**src/rtl/derot_pkg.sv**
```systemverilog
// Shared types and defaults for the derotator carrier-loop controller.
package derot_pkg;

    typedef enum logic [1:0] {
        IDLE  = 2'b00,
        ACQ   = 2'b01,
        TRACK = 2'b10,
        LOCK  = 2'b11
    } state_t;

    localparam int DEF_ERR_WIDTH   = 16;
    localparam int DEF_PHASE_WIDTH = 32;
    localparam int DEF_KP_SH_ACQ   = 6;
    localparam int DEF_KI_SH_ACQ   = 2;
    localparam int DEF_KP_SH_TRK   = 3;
    localparam int DEF_KI_SH_TRK   = 0;
    localparam int DEF_FREQ_MAX    = 2**24;
    localparam int DEF_ACQ_SYMS    = 256;
    localparam int DEF_LOCK_THR    = 1024;
    localparam int DEF_LOCK_CNT    = 64;
    localparam int DEF_UNLOCK_CNT  = 16;

    // |v| for a w-bit signed value; the most negative code folds onto the most positive.
    function automatic int abs_sat(input int v, input int w);
        int lim;
        lim = (1 <<< (w - 1)) - 1;
        if (v < -lim)
            return lim;
        return (v < 0) ? -v : v;
    endfunction

endpackage

```
**src/rtl/derot_lock_det.sv**
```systemverilog
// Lock detector: counts consecutive hits in TRACK and consecutive misses in LOCK,
// and flags the symbol on which the FSM must change state.
module derot_lock_det
    import derot_pkg::*;
#(
    parameter int ERR_WIDTH  = DEF_ERR_WIDTH,
    parameter int LOCK_THR   = DEF_LOCK_THR,
    parameter int LOCK_CNT   = DEF_LOCK_CNT,
    parameter int UNLOCK_CNT = DEF_UNLOCK_CNT
) (
    input  logic                        clk,
    input  logic                        rst_n,
    input  logic                        clear,
    input  logic                        sym_ok,
    input  logic                        in_track,
    input  logic                        in_lock,
    input  logic signed [ERR_WIDTH-1:0] err,
    output logic                        lock_pulse,
    output logic                        unlock_pulse
);

    localparam int HW = $clog2(LOCK_CNT + 1);
    localparam int MW = $clog2(UNLOCK_CNT + 1);
    localparam logic [HW-1:0] HIT_LAST  = HW'(LOCK_CNT - 1);
    localparam logic [HW-1:0] HIT_TOP   = HW'(LOCK_CNT);
    localparam logic [MW-1:0] MISS_LAST = MW'(UNLOCK_CNT - 1);

    logic [HW-1:0] hit_cnt_reg, hit_cnt_next;
    logic [MW-1:0] miss_cnt_reg, miss_cnt_next;
    logic          hit;

    assign hit = abs_sat(int'(err), ERR_WIDTH) < LOCK_THR;

    always_ff @(posedge clk or negedge rst_n) begin
        if (!rst_n) begin
            hit_cnt_reg  <= '0;
            miss_cnt_reg <= '0;
        end else begin
            hit_cnt_reg  <= hit_cnt_next;
            miss_cnt_reg <= miss_cnt_next;
        end
    end

    always_comb begin
        hit_cnt_next  = hit_cnt_reg;
        miss_cnt_next = miss_cnt_reg;
        lock_pulse    = 1'b0;
        unlock_pulse  = 1'b0;
        if (clear || !(in_track || in_lock)) begin
            hit_cnt_next  = '0;
            miss_cnt_next = '0;
        end else if (sym_ok && in_track) begin
            miss_cnt_next = '0;
            if (!hit) begin
                hit_cnt_next = '0;
            end else if (hit_cnt_reg == HIT_LAST) begin
                lock_pulse   = 1'b1;
                hit_cnt_next = HIT_TOP;
            end else if (hit_cnt_reg != HIT_TOP) begin
                hit_cnt_next = hit_cnt_reg + 1'b1;
            end
        end else if (sym_ok && in_lock) begin
            // hit_cnt stays parked at its terminal count while locked
            if (hit) begin
                miss_cnt_next = '0;
            end else if (miss_cnt_reg == MISS_LAST) begin
                unlock_pulse  = 1'b1;
                miss_cnt_next = '0;
                hit_cnt_next  = '0;
            end else begin
                miss_cnt_next = miss_cnt_reg + 1'b1;
            end
        end
    end

endmodule

```
**src/rtl/derot_loop_ctrl.sv**
```systemverilog
// Carrier-loop controller: gain-scheduled 2nd-order PI loop driving the DDS phase word,
// sequenced IDLE -> ACQ -> TRACK <-> LOCK by symbol strobes and the lock detector.
module derot_loop_ctrl
    import derot_pkg::*;
#(
    parameter int ERR_WIDTH   = DEF_ERR_WIDTH,
    parameter int PHASE_WIDTH = DEF_PHASE_WIDTH,
    parameter int KP_SH_ACQ   = DEF_KP_SH_ACQ,
    parameter int KI_SH_ACQ   = DEF_KI_SH_ACQ,
    parameter int KP_SH_TRK   = DEF_KP_SH_TRK,
    parameter int KI_SH_TRK   = DEF_KI_SH_TRK,
    parameter int FREQ_MAX    = DEF_FREQ_MAX,
    parameter int ACQ_SYMS    = DEF_ACQ_SYMS,
    parameter int LOCK_THR    = DEF_LOCK_THR,
    parameter int LOCK_CNT    = DEF_LOCK_CNT,
    parameter int UNLOCK_CNT  = DEF_UNLOCK_CNT
) (
    input  logic                          clk,
    input  logic                          rst_n,
    input  logic                          enable,
    input  logic                          sym_valid,
    input  logic signed [ERR_WIDTH-1:0]   err,
    output logic        [PHASE_WIDTH-1:0] phase_out,
    output logic signed [PHASE_WIDTH-1:0] freq_out,
    output logic        [1:0]             state_out,
    output logic                          locked
);

    localparam int SW = $clog2(ACQ_SYMS + 1);
    localparam logic [SW-1:0] ACQ_LAST = SW'(ACQ_SYMS - 1);
    localparam logic signed [PHASE_WIDTH:0] FREQ_HI = (PHASE_WIDTH + 1)'(FREQ_MAX);
    localparam logic signed [PHASE_WIDTH:0] FREQ_LO = -FREQ_HI;

    state_t                         state_reg, state_next;
    logic [SW-1:0]                  sym_cnt_reg, sym_cnt_next;
    logic [PHASE_WIDTH-1:0]         phase_reg, phase_next;
    logic signed [PHASE_WIDTH-1:0]  freq_reg, freq_next;

    logic                           active, sym_ok, acq_gain;
    logic                           lock_pulse, unlock_pulse;
    logic signed [PHASE_WIDTH-1:0]  err_ext, p_term, i_term;
    logic signed [PHASE_WIDTH:0]    freq_sum;

    assign active   = (state_reg != IDLE);
    assign sym_ok   = sym_valid && enable && active;
    assign acq_gain = (state_reg == ACQ);

    derot_lock_det #(
        .ERR_WIDTH  (ERR_WIDTH),
        .LOCK_THR   (LOCK_THR),
        .LOCK_CNT   (LOCK_CNT),
        .UNLOCK_CNT (UNLOCK_CNT)
    ) u_lock_det (
        .clk          (clk),
        .rst_n        (rst_n),
        .clear        (!enable),
        .sym_ok       (sym_ok),
        .in_track     (state_reg == TRACK),
        .in_lock      (state_reg == LOCK),
        .err          (err),
        .lock_pulse   (lock_pulse),
        .unlock_pulse (unlock_pulse)
    );

    // Gain mux: constant shifts on both branches, selected by the current state.
    assign err_ext  = PHASE_WIDTH'(err);
    assign p_term   = acq_gain ? (err_ext <<< KP_SH_ACQ) : (err_ext <<< KP_SH_TRK);
    assign i_term   = acq_gain ? (err_ext <<< KI_SH_ACQ) : (err_ext <<< KI_SH_TRK);
    assign freq_sum = {freq_reg[PHASE_WIDTH-1], freq_reg} + {i_term[PHASE_WIDTH-1], i_term};

    always_ff @(posedge clk or negedge rst_n) begin
        if (!rst_n) begin
            state_reg   <= IDLE;
            sym_cnt_reg <= '0;
        end else begin
            state_reg   <= state_next;
            sym_cnt_reg <= sym_cnt_next;
        end
    end

    always_comb begin
        state_next   = state_reg;
        sym_cnt_next = sym_cnt_reg;
        if (!enable) begin
            state_next   = IDLE;
            sym_cnt_next = '0;
        end else begin
            case (state_reg)
                IDLE: begin
                    state_next   = ACQ;
                    sym_cnt_next = '0;
                end
                ACQ: begin
                    if (sym_ok) begin
                        if (sym_cnt_reg == ACQ_LAST) begin
                            state_next   = TRACK;
                            sym_cnt_next = '0;
                        end else begin
                            sym_cnt_next = sym_cnt_reg + 1'b1;
                        end
                    end
                end
                TRACK:   if (lock_pulse)   state_next = LOCK;
                LOCK:    if (unlock_pulse) state_next = TRACK;
                default: state_next = IDLE;
            endcase
        end
    end

    always_comb begin
        state_out = state_reg;
        locked    = (state_reg == LOCK);
    end

    always_ff @(posedge clk or negedge rst_n) begin
        if (!rst_n) begin
            phase_reg <= '0;
            freq_reg  <= '0;
        end else begin
            phase_reg <= phase_next;
            freq_reg  <= freq_next;
        end
    end

    // Disable clears the integrator but freezes the phase so a restart is phase-continuous.
    always_comb begin
        phase_next = phase_reg;
        freq_next  = freq_reg;
        if (!enable) begin
            freq_next = '0;
        end else if (active) begin
            phase_next = phase_reg + $unsigned(freq_reg)
                       + (sym_ok ? $unsigned(p_term) : '0);
            if (sym_ok) begin
                if (freq_sum > FREQ_HI)
                    freq_next = FREQ_HI[PHASE_WIDTH-1:0];
                else if (freq_sum < FREQ_LO)
                    freq_next = FREQ_LO[PHASE_WIDTH-1:0];
                else
                    freq_next = freq_sum[PHASE_WIDTH-1:0];
            end
        end
    end

    assign phase_out = phase_reg;
    assign freq_out  = freq_reg;

endmodule

```
**config.mk**
```make
export PLATFORM = sky130hd
export DESIGN_NAME = derot_loop_ctrl
export DESIGN_NICKNAME = d
export VERILOG_FILES = /design/src/rtl/derot_pkg.sv /design/src/rtl/derot_lock_det.sv /design/src/rtl/derot_loop_ctrl.sv
export SDC_FILE = /design/constraint.sdc
export NUM_CORES = 1
export LEC_CHECK = 0
export BUFFER_PORTS_ARGS = -buffer_cell sky130_fd_sc_hd__buf_2
export CORE_MARGIN = 3
export CORE_UTILIZATION = 55
export CTS_CLUSTER_SIZE = 12
export DETAILED_ROUTE_END_ITERATION = 16
export PLACE_DENSITY = 0.84
export RECOVER_POWER = 50
export SYNTH_ARGS = -nofsm -noshare
export SYNTH_HDL_FRONTEND = slang
export SYNTH_SLANG_ARGS = --single-unit
```
**constraint.sdc**
```tcl
create_clock -name clk -period 4.5 [get_ports clk]
set_input_delay 0.675 -clock clk [delete_from_list [all_inputs] [get_ports clk]]
set_output_delay 0.675 -clock clk [all_outputs]
set_load 0.02 [all_outputs]
```
=== After elaboration in Yosys (flattened, before gate mapping) ===
Cells that the tools add are included.
Widths: inputs -> output; s select.

* Muxes and demuxes: 44
* $lt $le $gt $ge: 5
* Add/subtract/negate cells: 7
* Equality and inequality tests: 16
* Reductions and logical operators: 17

{| class="wikitable"
|+ Operators with widths
! operator !! count
|-
| $mux 32 || 8
|-
| $add 32x32->32 || 2
|-
| $mux 7 || 8
|-
| $add 32x18->33 || 1
|-
| $gt 33x26->1 const B || 1
|-
| $lt 33x25->1 const B || 1
|-
| $lt 32x12->1 const B || 1
|-
| $neg 16->32 || 1
|-
| $mux 9 || 3
|-
| $mux 5 || 5
|-
| $mux 21 || 1
|-
| $pmux 9 s2 || 1
|-
| $mux 17 || 1
|-
| $lt 16x1->1 const B || 1
|-
| $lt 16x16->1 const B || 1
|-
| $mux 15 || 1
|-
| $ne 3x3->1 const B || 4
|-
| $mux 1 || 10
|-
| $mux 2 || 5
|-
| $add 9x1->9 const B || 1
|-
| $eq 9x8->1 const B || 1
|-
| $pmux 2 s4 || 1
|-
| $reduce_and 4->1 || 2
|-
| $add 7x1->7 const B || 1
|-
| other kinds (17) || 27
|}

* Output and inout bits: 67
* Register bits after elaboration: 87
* Input bits: 20
* Logic and storage cells: 95

=== Logic depth before layout (Yosys ltp) ===
Gate-level depths: netlist (run 1).

* Depth after elaboration: 11
* Mapped depth: 18
* Depth with buffers taken out: 14

=== Hierarchy ===
A second synthesis (run 1) with hierarchy kept.

* Cell total of the unflattened synthesis: 1007
* Area total of the unflattened synthesis: 8524.4 um^2

{| class="wikitable"
|+ By module, submodules not included
! module !! cells an instance !! times used !! seq. area each (um^2) !! area each (um^2)
|-
| derot_loop_ctrl || 905 || 1 || 1876.8 || 7657.3
|-
| derot_lock_det || 102 || 1 || 300.3 || 867.1
|}

=== Worst setup path before layout (run 1) ===
No wires, ideal clock.

* Path kind: reg-to-reg
* Start: register state_reg[1], in the netlist state_out[1]
* End: register phase_reg[29], in the netlist phase_out[29]
* Path buffers: 3
* Clock period less this slack: 4.628 ns
* Required time: 4.413 ns
* Arrival: 4.541 ns
* Library setup time: 0.087 ns
* Slack: -0.128 ns
* Cell stages (with the launch flop): 18
* Path through: dfrtp_1 -> clkbuf_1 -> nand2b_1 -> clkbuf_1 -> clkbuf_1 -> nand2_1 -> a21oi_1 -> fa_1 -> ha_1 -> and3_1 -> a221oi_1 -> a221o_1 -> a2111oi_0 -> o2111ai_1 -> nand2_1 -> a221o_1 -> a2111o_1 -> o211ai_1

* Word-level cells in the longest chain between the ends: 4
* Elaborated cells on any way between the ends: 7
* Classes of those cells: add/sub (1); eq/ne (1); mux (2); reduce/logical (3)

{| class="wikitable"
|+ RTL lines
! what !! line !! source
|-
| start: declaration || derot_loop_ctrl.sv:34 || <nowiki>state_t state_reg, state_next;</nowiki>
|-
| start signal: assignment || derot_loop_ctrl.sv:76 || <nowiki>state_reg <= state_next;</nowiki>
|-
| $eq 2x1->1 or $reduce_bool 2->1 (tied branches) || derot_loop_ctrl.sv:46, derot_loop_ctrl.sv:44 ||
|-
| $mux 21 or $logic_and 1x1->1 (tied branches) || derot_loop_ctrl.sv:67, derot_loop_ctrl.sv:45 ||
|-
| $mux 32 || derot_loop_ctrl.sv:133 || <nowiki>+ (sym_ok ? $unsigned(p_term) : '0);</nowiki>
|-
| $add 32x32->32 || derot_loop_ctrl.sv:133 ||
|-
| end signal: assignment || derot_loop_ctrl.sv:120 || <nowiki>phase_reg <= phase_next;</nowiki>
|-
| end: declaration || derot_loop_ctrl.sv:36 || <nowiki>logic [PHASE_WIDTH-1:0] phase_reg, phase_next;</nowiki>
|}

Parallel ways exist; a longest one is shown, timed or not.
A chain may end at the register's enable or synchronous reset.

=== Worst setup path after layout (run 1) ===
* Start: register state_reg[1], in the netlist state_out[1]
* End: register freq_reg[2], in the netlist freq_out[2]

* Word-level cells in the longest chain between the ends: 9
* Elaborated cells on any way between the ends: 15
* Classes of those cells: add/sub (1); order compare (2); eq/ne (3); mux (6); reduce/logical (3)

{| class="wikitable"
|+ RTL lines
! what !! line !! source
|-
| $eq 2x1->1 || derot_loop_ctrl.sv:46 || <nowiki>assign acq_gain = (state_reg == ACQ);</nowiki>
|-
| $mux 17 || derot_loop_ctrl.sv:68 || <nowiki>assign i_term = acq_gain ? (err_ext <<< KI_SH_ACQ) : (err_ext <<< KI_SH_TRK);</nowiki>
|-
| $add 32x18->33 || derot_loop_ctrl.sv:69 || <nowiki>assign freq_sum = {freq_reg[PHASE_WIDTH-1], freq_reg} + {i_term[PHASE_WIDTH-1], i_term};</nowiki>
|-
| $lt 33x25->1 || derot_loop_ctrl.sv:137 || <nowiki>else if (freq_sum < FREQ_LO)</nowiki>
|-
| $mux 32 || derot_loop_ctrl.sv:137 ||
|-
| $mux 32 || derot_loop_ctrl.sv:135 || <nowiki>if (freq_sum > FREQ_HI)</nowiki>
|-
| $mux 32 || derot_loop_ctrl.sv:134 || <nowiki>if (sym_ok) begin</nowiki>
|-
| $mux 32 || derot_loop_ctrl.sv:131 || <nowiki>end else if (active) begin</nowiki>
|-
| $mux 32 || derot_loop_ctrl.sv:129 || <nowiki>if (!enable) begin</nowiki>
|-
| end signal: assignment || derot_loop_ctrl.sv:121 || <nowiki>freq_reg <= freq_next;</nowiki>
|-
| end: declaration || derot_loop_ctrl.sv:37 || <nowiki>logic signed [PHASE_WIDTH-1:0] freq_reg, freq_next;</nowiki>
|}

Parallel ways exist; a longest one is shown, timed or not. The select of a mux whose other input is x is not followed.

==> flow_metrics.tcl, run 1 <==
set metrics [dict create \
    path_clk_slew_ns 0.06 \
    yosys_most_used_dff "dfrtp_1" \
    violations "capacitance limit, slew limit" \
    die_height_um 132.8 \
    grt_first_pass_wirelength_um 41570 \
    vias 8617 \
    die_area_um2 17620 \
    synth_nets 1134 \
    p_total_uw 4624 \
    seq_area_frac_synth_pct 24.64 \
    final_area_um2 9995 \
    antenna_cells 0 \
    port_buffers 86 \
    post-dp-hpwl_um 20040 \
    regArea_um2 2177 \
    critical_path_class "reg -> reg" \
    finalCriticalPeriod_ns 4.305 \
    clock-root-buffer "clkbuf_16" \
    critical_path.max_stage_delay_ns 0.47 \
    cp.arrival_ns 4.53 \
    clock_latency_ns 0.35 \
    drc 0 \
    skew_ns 0.006087 \
    place_area_um2 9648 \
    drive_gt1_share_pct 15.98 \
    vias_per_cell 6.503 \
    initial_core_util_pct 57.07 \
    max_clock_freq_mhz 232.3 \
    seqPwrFrac_pct 24.1 \
    post-route-period-util_pct 95.66 \
    place.gp.congestion 0.9692 \
    antenna_found_initial 0 \
    syn-cell-area_um2 8836 \
    worstMarginPinSlew_ns 3.136 \
    critical_path_required_ns 4.72 \
    core_um2 15480 \
    fin_nets 1228 \
    row_count 45 \
    cp-end-kind "register" \
    drtIter0Drc 730 \
    startpoint_type "register" \
    multi_input_comb_area_um2 6379 \
    critPathMaxFanout 12 \
    clk_path_buf_depth 2 \
    grtUsageTotal_pct 28.89 \
    worst_path_most_repeated_cell "a311oi_1" \
    ys_ff_latch 87 \
    drtAntennaViolNets 0 \
    hp-class "reg -> reg" \
    die-width_um 132.8 \
    relSlewSlack_pct -109.0 \
    yosysUniqueCellTypes 91 \
    post_drt_wl_per_cell_um 19.68 \
    p_per_area_nw_per_um2 462.6 \
    cts_tree "yes" \
    cp_slowest_cell "a311oi_1" \
    grt-ovfl-total 0 \
    cts_setup_buffers 0 \
    grt_pass1_vias 8213 \
    irDropWorstVdd_mv 0.2785 \
    intPower_uw 2424 \
    dr.pass1.iters 5 \
    routed_wl_um 26070 \
    comb_power_share_pct 56.8 \
    final_common_cell "nand2_1" \
    syn_area_per_cell_um2 8.705 \
    cts_sinks 87 \
    slew_viol_final 57 \
    nFillCells 1302 \
    synthCells 1015 \
    synth_edf_count 0 \
    async_flop_share_pct 100.0 \
    cts-htree-levels 3 \
    grt_start_max_net_pins 66 \
    hold_viol 0 \
    crit_chain "nand2b_1 -> and2_1 -> ha_1 -> fa_1 -> a21o_1 -> a221o_1 -> a311oi_1 -> a2bb2oi_1 -> buf_4 -> a311oi_1 -> nor4b_4 -> a21oi_4 -> o41ai_1" \
    io_pins 87 \
    grt_setup_unrepaired "false" \
    status "finished with violations" \
    cts_resized 0 \
    p_leak_uw 0.004813 \
    clockPowerShare_pct 19.0 \
    p_sw_share_pct 47.59 \
    ctsHoldBuffers 0 \
    max-cap-violations 1 \
    yosysWarnings 0 \
    numCtsBuffers 9 \
    area_delta_synth_final_pct 13.11 \
    finalSetupViolCount 0 \
    p_sw_uw 2200 \
    layout.cells.most_common_list "nand2_1 (126), dfrtp_1 (87), nor2_1 (76), a21oi_1 (70), ha_1 (69)" \
]
[worst max-delay path: cells and delay by family (launching register included)]
kind | cells | cell delay [ns]
AOI/OAI and AO/OA | 7 | 2.09
and+or+nand+nor | 3 | 0.89
adders and majority gates | 2 | 0.65
DFF | 1 | 0.37
buffers and inverters | 1 | 0.16
[routing by layer]
| layer | track usage (%) | part of all wire, % |
|---|---|---|
| met5 | 0 | 0 |
| met4 | 11.20 | 2.7 |
| met2 | 48.04 | 48 |
| met3 | 4.068 | 7.3 |
| met1 | 38.30 | 42 |
[Yosys cell counts, types with 5 or more instances]
master / n / area [um^2]
inv_1: 24 / 90.09
o211ai_1: 7 / 52.55
o31ai_1: 9 / 67.56
o21ai_1: 5 / 25.02
or2_2: 5 / 31.28
a31oi_1: 11 / 68.82
or3_1: 5 / 31.28
ha_1: 69 / 863.3
and2_1: 13 / 81.33
a32oi_1: 21 / 183.9
o41ai_2: 18 / 292.8
xor2_1: 26 / 227.7
nor3_1: 18 / 90.09
a21oi_1: 70 / 350.3
o21a_1: 6 / 45.04
buf_2: 11 / 55.05
buf_6: 7 / 78.83
nand2b_1: 10 / 62.56
a21o_1: 37 / 277.8
nor2_1: 76 / 285.3
nand4_1: 19 / 118.9
nand3_1: 25 / 125.1
nor2b_1: 9 / 56.30
nor3b_1: 8 / 60.06
a211oi_1: 11 / 82.58
nor4_1: 6 / 37.54
and3_1: 19 / 118.9
o21ai_0: 59 / 295.3
o21bai_1: 10 / 75.07
xnor2_1: 28 / 245.2
nand2_1: 126 / 473.0
clkbuf_1: 26 / 97.59
fa_1: 30 / 600.6
dfrtp_1: 87 / 2177
[power by group through the flow]
stage | clock network (uW) | registers [uW] | logic (uW)
after floorplan | 0 | 1240 | 1680
after global placement | 0 | 1120 | 2520
after detailed placement | 0 | 1120 | 2580
after CTS | 884 | 1110 | 2610
after global routing | 920 | 1140 | 2860
final | 880 | 1120 | 2630
[path summary, 6_finish.rpt]
| path | from | slack (ns) | endpoint | cells past startpoint |
|---|---|---|---|---|
| setup / recovery | state_out[1]$_DFFE_PN0P_ | 0.20 | freq_out[2]$_DFFE_PN0P_ | 13 |
| hold reg to reg | phase_out[31]$_DFFE_PN0P_ | 0.51 | phase_out[31]$_DFFE_PN0P_ | 1 |
| max in group asynchronous | rst_n | 1.00 | freq_out[17]$_DFFE_PN0P_ | 2 |
| min in group asynchronous | rst_n | 1.35 | phase_out[8]$_DFFE_PN0P_ | 1 |
| setup reg to reg | state_out[1]$_DFFE_PN0P_ | 0.20 | freq_out[2]$_DFFE_PN0P_ | 13 |
| hold / removal | phase_out[31]$_DFFE_PN0P_ | 0.51 | phase_out[31]$_DFFE_PN0P_ | 1 |
[cell families (layout without fill, tap and decap cells)]
kind of cell / after synthesis / count (layout) / synth area share [%]
buf+inv: 71 / 169 / 3.852
compound gates: 330 / 331 / 27.94
simple gates: 369 / 369 / 21.07
fa+ha+maj: 99 / 99 / 16.57
xor+xnor: 54 / 54 / 5.353
flops: 87 / 87 / 24.64
mux: 5 / 5 / 0.5806
[through the flow]
stage           TNS, ns  std cells  worst slack, ns  utilization [%]  hold WS (ns)
2_1_floorplan         0       1015          0.05327                -        0.3794
3_3_place_gp   -0.02401       1308         -0.01213            62.31        0.4873
3_5_place_dp   -0.05951       1308         -0.03738            62.31        0.4973
4_1_cts               0       1324          0.07355            64.55        0.4095
5_1_grt               0       1325          0.05149            64.55        0.5426
6_report              0       1325           0.1955            64.55        0.5114
[area by class of cell]
cell class              instances  share of cell area (%)
inverters                      24                  0.9014
multi-input cells             858                   63.82
clock buffers                  10                   2.391
clock inverters                 6                   1.077
repair buffers                129                   7.386
well taps                     211                   2.641
flip-flops and latches         87                   21.78
No activity file was read; power rests on OpenSTA's default activity.
==> run 2: changes to the inputs <==
BUFFER_PORTS_ARGS = unset   (was -buffer_cell sky130_fd_sc_hd__buf_2)
CORE_UTILIZATION = 60   (was 55)
DONT_BUFFER_PORTS = 1   (was unset)
PLACE_DENSITY = 0.85   (was 0.84)
==> flow_metrics.tcl, run 2 (synthesized netlist as in run 1, its figures left out) <==
set metrics [dict create \
    status "complete, no violations" \
    initial_core_util_pct 62.45 \
    dr.pass1.iters 5 \
    use_met2_pct 47.63 \
    grt_use_met3_pct 7.149 \
    critPathMaxFanout 24 \
    die-width_um 127.4 \
    cp.arrival_ns 4.54 \
    busiest_layer "met2" \
    layout.cells.most_common_list "nand2_1 (126), dfrtp_1 (87), nor2_1 (76), a21oi_1 (70), ha_1 (69)" \
    skew_ns 0.007696 \
    slew_viol_final 0 \
    numPlacedInstances 1183 \
    drtIter0Drc 984 \
    die_height_um 127.4 \
    final_common_cell "nand2_1" \
    irDropWorstVdd_mv 0.3425 \
    max_clock_freq_mhz 229.9 \
    clock_latency_ns 0.34 \
    clock-root-buffer "clkbuf_16" \
    r2r-end "freq_out[1]$_DFFE_PN0P_" \
    drc 0 \
    cts_tree "yes" \
    startpoint_type "register" \
    grt_start_max_net_pins 88 \
    place_ws_ns 0.04892 \
    die_area_um2 16220 \
    instances_no_fill 1198 \
    drtAntennaViolNets 0 \
    critical_path_class "reg -> reg" \
    cts_sinks 87 \
    core_um2 14150 \
    tns_ns 0 \
    cp-end-kind "register" \
    hold_viol 0 \
    path_clk_slew_ns 0.06 \
    fin_nets 1133 \
    p_per_area_nw_per_um2 451.2 \
    critical_path_required_ns 4.69 \
    grt_use_met1_pct 40.88 \
    grt-ovfl-total 0 \
    antenna_cells 0 \
    antenna_found_initial 0 \
    vias 8258 \
    max-cap-violations 0 \
    io_pins 87 \
    numCtsBuffers 9 \
    clk_path_buf_depth 2 \
    port_buffers 0 \
    fin_ws_ns 0.1497 \
    grt_setup_unrepaired "false" \
    place.gp.congestion 0.9929 \
    cts-htree-levels 3 \
    reg2reg_from "state_out[1]$_DFFE_PN0P_" \
    area_delta_synth_final_pct 6.089 \
    finalSetupViolCount 0 \
    grt_pass1_vias 7880 \
    post-dp-hpwl_um 18870 \
    grtUsageTotal_pct 30.28 \
    finalCriticalPeriod_ns 4.350 \
    worstMarginPinSlew_ns 1.134 \
    post-route-period-util_pct 96.67 \
    routed_wl_um 24880 \
    post_drt_wl_per_cell_um 20.77 \
    relSlewSlack_pct 24.38 \
    hp-class "in -> async" \
    rr_worst_depth 13 \
    rrSetupSlack_ns 0.15 \
    row_count 43 \
    grt_first_pass_wirelength_um 40080 \
    nFillCells 1106 \
    vias_per_cell 6.893 \
    drive_gt1_share_pct 10.81 \
    p_leak_uw 0.004408 \
]
==> run 2: changes by cell type in the layout (fill, tap and decap cells not counted), moves of 2 or more <==
| cell | before | now |
|---|---|---|
| o21ai_0 | 60 | 58 |
| bufinv_16 | 3 | 0 |
| buf_2 | 56 | 0 |
| clkbuf_1 | 30 | 1 |
| buf_4 | 40 | 35 |
| buf_12 | 2 | 0 |
==> run 2: timing repair <==
item	in CTS	in global routing
buffers inserted	0	0
hold buffers	0	0
endpoints found under the setup margin	0	8
gates resized for setup	0	4
==> run 2: routing by layer <==
metal  wire, um  part of all wire, %
met1      10160                   41
met2      11470                   46
met3       2413                  9.7
met4        840                  3.4
met5          0                    0
==> run 2: power by group <==
part	internal, uW	switching (uW)	total [uW]
registers	920	372	1290
clock network	383	299	682
logic	836	1420	2260
==> run 2: area by class of cell <==
type,instances,area [um^2],share of cell area [%]
repair buffers,35,262.8,2.803
clock inverters,4,22.52,0.2403
clock buffers,11,242.7,2.589
inverters,24,90.09,0.9610
flip-flops and latches,87,2177,23.22
well taps,180,225.2,2.403
multi-input cells,857,6354,67.78
==> run 2: through the flow <==
step	hold slack (ns)	total power, uW	area (um^2)	utilization (%)
after floorplan	0.3794	2922	8845	-
after global placement	0.3813	3422	9091	64.25
after detailed placement	0.3815	3474	9091	64.25
after CTS	0.01674	4185	9356	66.12
after global routing	0.01079	4521	9374	66.25
final	0.02288	4229	9374	66.25
==> run 2: worst max-delay path, stage by stage, from the launching register on <==
cell and delay, ns:
dfrtp_1 0.41, nand2b_1 0.21, and2_1 0.18, ha_1 0.23
fa_1 0.42, a21o_1 0.21, a221o_1 0.35, a311oi_1 0.30
a2bb2oi_1 0.19, a2111oi_1 0.43, a311oi_1 0.10, nor4b_2 0.21
a21oi_4 0.78, o211ai_2 0.17
==> run 2: worst max path at each step <==
stage                              from  depth (start not counted)  slack, ns                         to
3_5_place_dp                  sym_valid                         15       0.05  phase_out[29]$_DFFE_PN0P_
5_1_grt        state_out[1]$_DFFE_PN0P_                         14      0.001   freq_out[17]$_DFFE_PN0P_
4_1_cts        state_out[0]$_DFFE_PN0P_                         16       0.21  phase_out[30]$_DFFE_PN0P_
3_3_place_gp                  sym_valid                         15       0.16  phase_out[29]$_DFFE_PN0P_
2_1_floorplan                    enable                         17       0.05  phase_out[29]$_DFFE_PN0P_
6_report       state_out[1]$_DFFE_PN0P_                         13       0.15    freq_out[1]$_DFFE_PN0P_
==> run 3: changes to the inputs <==
PLACE_DENSITY = 0.9   (was 0.85)
==> flow_metrics.tcl, run 3 (synthesized netlist as in run 1, its figures left out) <==
set metrics [dict create \
    cp-end-kind "register" \
    drtIter0Drc 932 \
    area_delta_synth_final_pct 7.817 \
    grt_first_pass_wirelength_um 40970 \
    die_area_um2 16220 \
    wl_met3_um 2676 \
    finalCriticalPeriod_ns 4.387 \
    vias 8505 \
    skew_ns 0.01480 \
    p_leak_uw 0.004481 \
    fin_nets 1135 \
    drtAntennaViolNets 0 \
    grt_pass1_vias 8086 \
    post-dp-hpwl_um 18790 \
    clock-root-buffer "clkbuf_16" \
    clock_latency_ns 0.35 \
    io_pins 87 \
    grt_start_max_net_pins 88 \
    top_layer "met4" \
    met1Wirelength_um 10020 \
    row_count 43 \
    clk_path_buf_depth 2 \
    cts_tree "yes" \
    grt-ovfl-total 0 \
    final_common_cell "nand2_1" \
    slew_viol_final 0 \
    die-width_um 127.4 \
    critical_path_class "reg -> reg" \
    place.gp.congestion 1.033 \
    routed_wl_um 25660 \
    critical_path_required_ns 4.77 \
    startpoint_type "register" \
    cts_sinks 87 \
    worstMarginPinSlew_ns 1.140 \
    final_core_util_pct 67.33 \
    vias_per_cell 7.082 \
    critPathMaxFanout 12 \
    relSlewSlack_pct 24.00 \
    status "complete, no violations" \
    cts-htree-levels 3 \
    max_clock_freq_mhz 228.0 \
    hold_viol 0 \
    ctsHoldBuffers 0 \
    drive_gt1_share_pct 12.05 \
    die_height_um 127.4 \
    dr_wl_met2_um 11800 \
    finalSetupViolCount 0 \
    tns_ns 0 \
    drc 0 \
    post-route-period-util_pct 97.49 \
    core_um2 14150 \
    hp-class "in -> async" \
    post_drt_wl_per_cell_um 21.37 \
    antenna_cells 0 \
    path_clk_slew_ns 0.07 \
    max-cap-violations 0 \
    port_buffers 0 \
    initial_core_util_pct 62.45 \
    irDropWorstVdd_mv 0.3095 \
    p_per_area_nw_per_um2 460.9 \
    numCtsBuffers 9 \
    antenna_found_initial 0 \
    layout.cells.most_common_list "nand2_1 (126), dfrtp_1 (87), nor2_1 (75), a21oi_1 (69), ha_1 (69)" \
    cp.arrival_ns 4.65 \
    dr.pass1.iters 8 \
    grtUsageTotal_pct 31.09 \
]
run 3: routing by layer:
metal,vias up,GRT usage (%)
met4,0,14.76
met1,4048,40.73
met5,-,0
met3,109,7.358
met2,536,48.71
li1,3812,-
run 3: repair_timing:
action,4_1_cts,5_1_grt
pin swaps,1,8
hold endpoints to repair,0,0
buffers inserted,0,5
gates cloned,1,0
setup endpoints to repair,31,31
gates resized for setup,3,17
run 3: area by class of cell:
class                   count  area [um^2]
clock inverters             5        56.30
fillers                  1028         4623
multi-input cells         858         6431
inverters                  24        90.09
repair buffers             36        294.0
clock buffers              11        252.7
flip-flops and latches     87         2177
well taps                 180        225.2
run 3: critical path, cell delays in order, from the launching register on:
cell,delay [ns]
dfrtp_1,0.40
buf_6,0.21
o21ai_2,0.13
or2_2,0.33
buf_4,0.19
a21oi_1,0.15
fa_1,0.44
ha_1,0.33
a21o_1,0.24
a21o_1,0.21
a21oi_1,0.20
o21ai_0,0.20
o2111ai_2,0.29
nand2_1,0.11
a221o_1,0.35
a2111o_1,0.42
o211ai_1,0.09
run 3: metrics by stage:
step	hold slack [ns]	power [uW]	cell area [um^2]	setup slack, ns	std cells
floorplan	0.3794	2922	8845	0.05327	1015
global placement	0.3823	3393	9061	-0.09313	1179
global route	0.003611	4660	9527	-0.03872	1201
CTS	0.01608	4275	9394	0.02014	1196
detailed placement	0.3820	3463	9061	-0.2249	1179
finish	0.01638	4391	9527	0.1132	1201
run 3: report_power, final:
group	leakage [uW]	internal, uW	total (uW)	switching [uW]
sequential	0.00117	920	1290	371
clock	0.000152	460	784	324
combinational	0.00316	860	2320	1460
run 3: path summary, 6_finish.rpt:
path / start / endpoint / slack (ns) / depth (start not counted)
setup / recovery: state_out[0]$_DFFE_PN0P_ / phase_out[29]$_DFFE_PN0P_ / 0.11 / 16
hold / removal: rst_n / phase_out[12]$_DFFE_PN0P_ / 0.02 / 0
setup reg to reg: state_out[0]$_DFFE_PN0P_ / phase_out[29]$_DFFE_PN0P_ / 0.11 / 16
hold reg to reg: sym_cnt_reg[0]$_DFFE_PN0P_ / sym_cnt_reg[0]$_DFFE_PN0P_ / 0.51 / 1
max in group asynchronous: rst_n / freq_out[15]$_DFFE_PN0P_ / 4.34 / 0
min in group clk: enable / sym_cnt_reg[8]$_DFFE_PN0P_ / 0.50 / 2
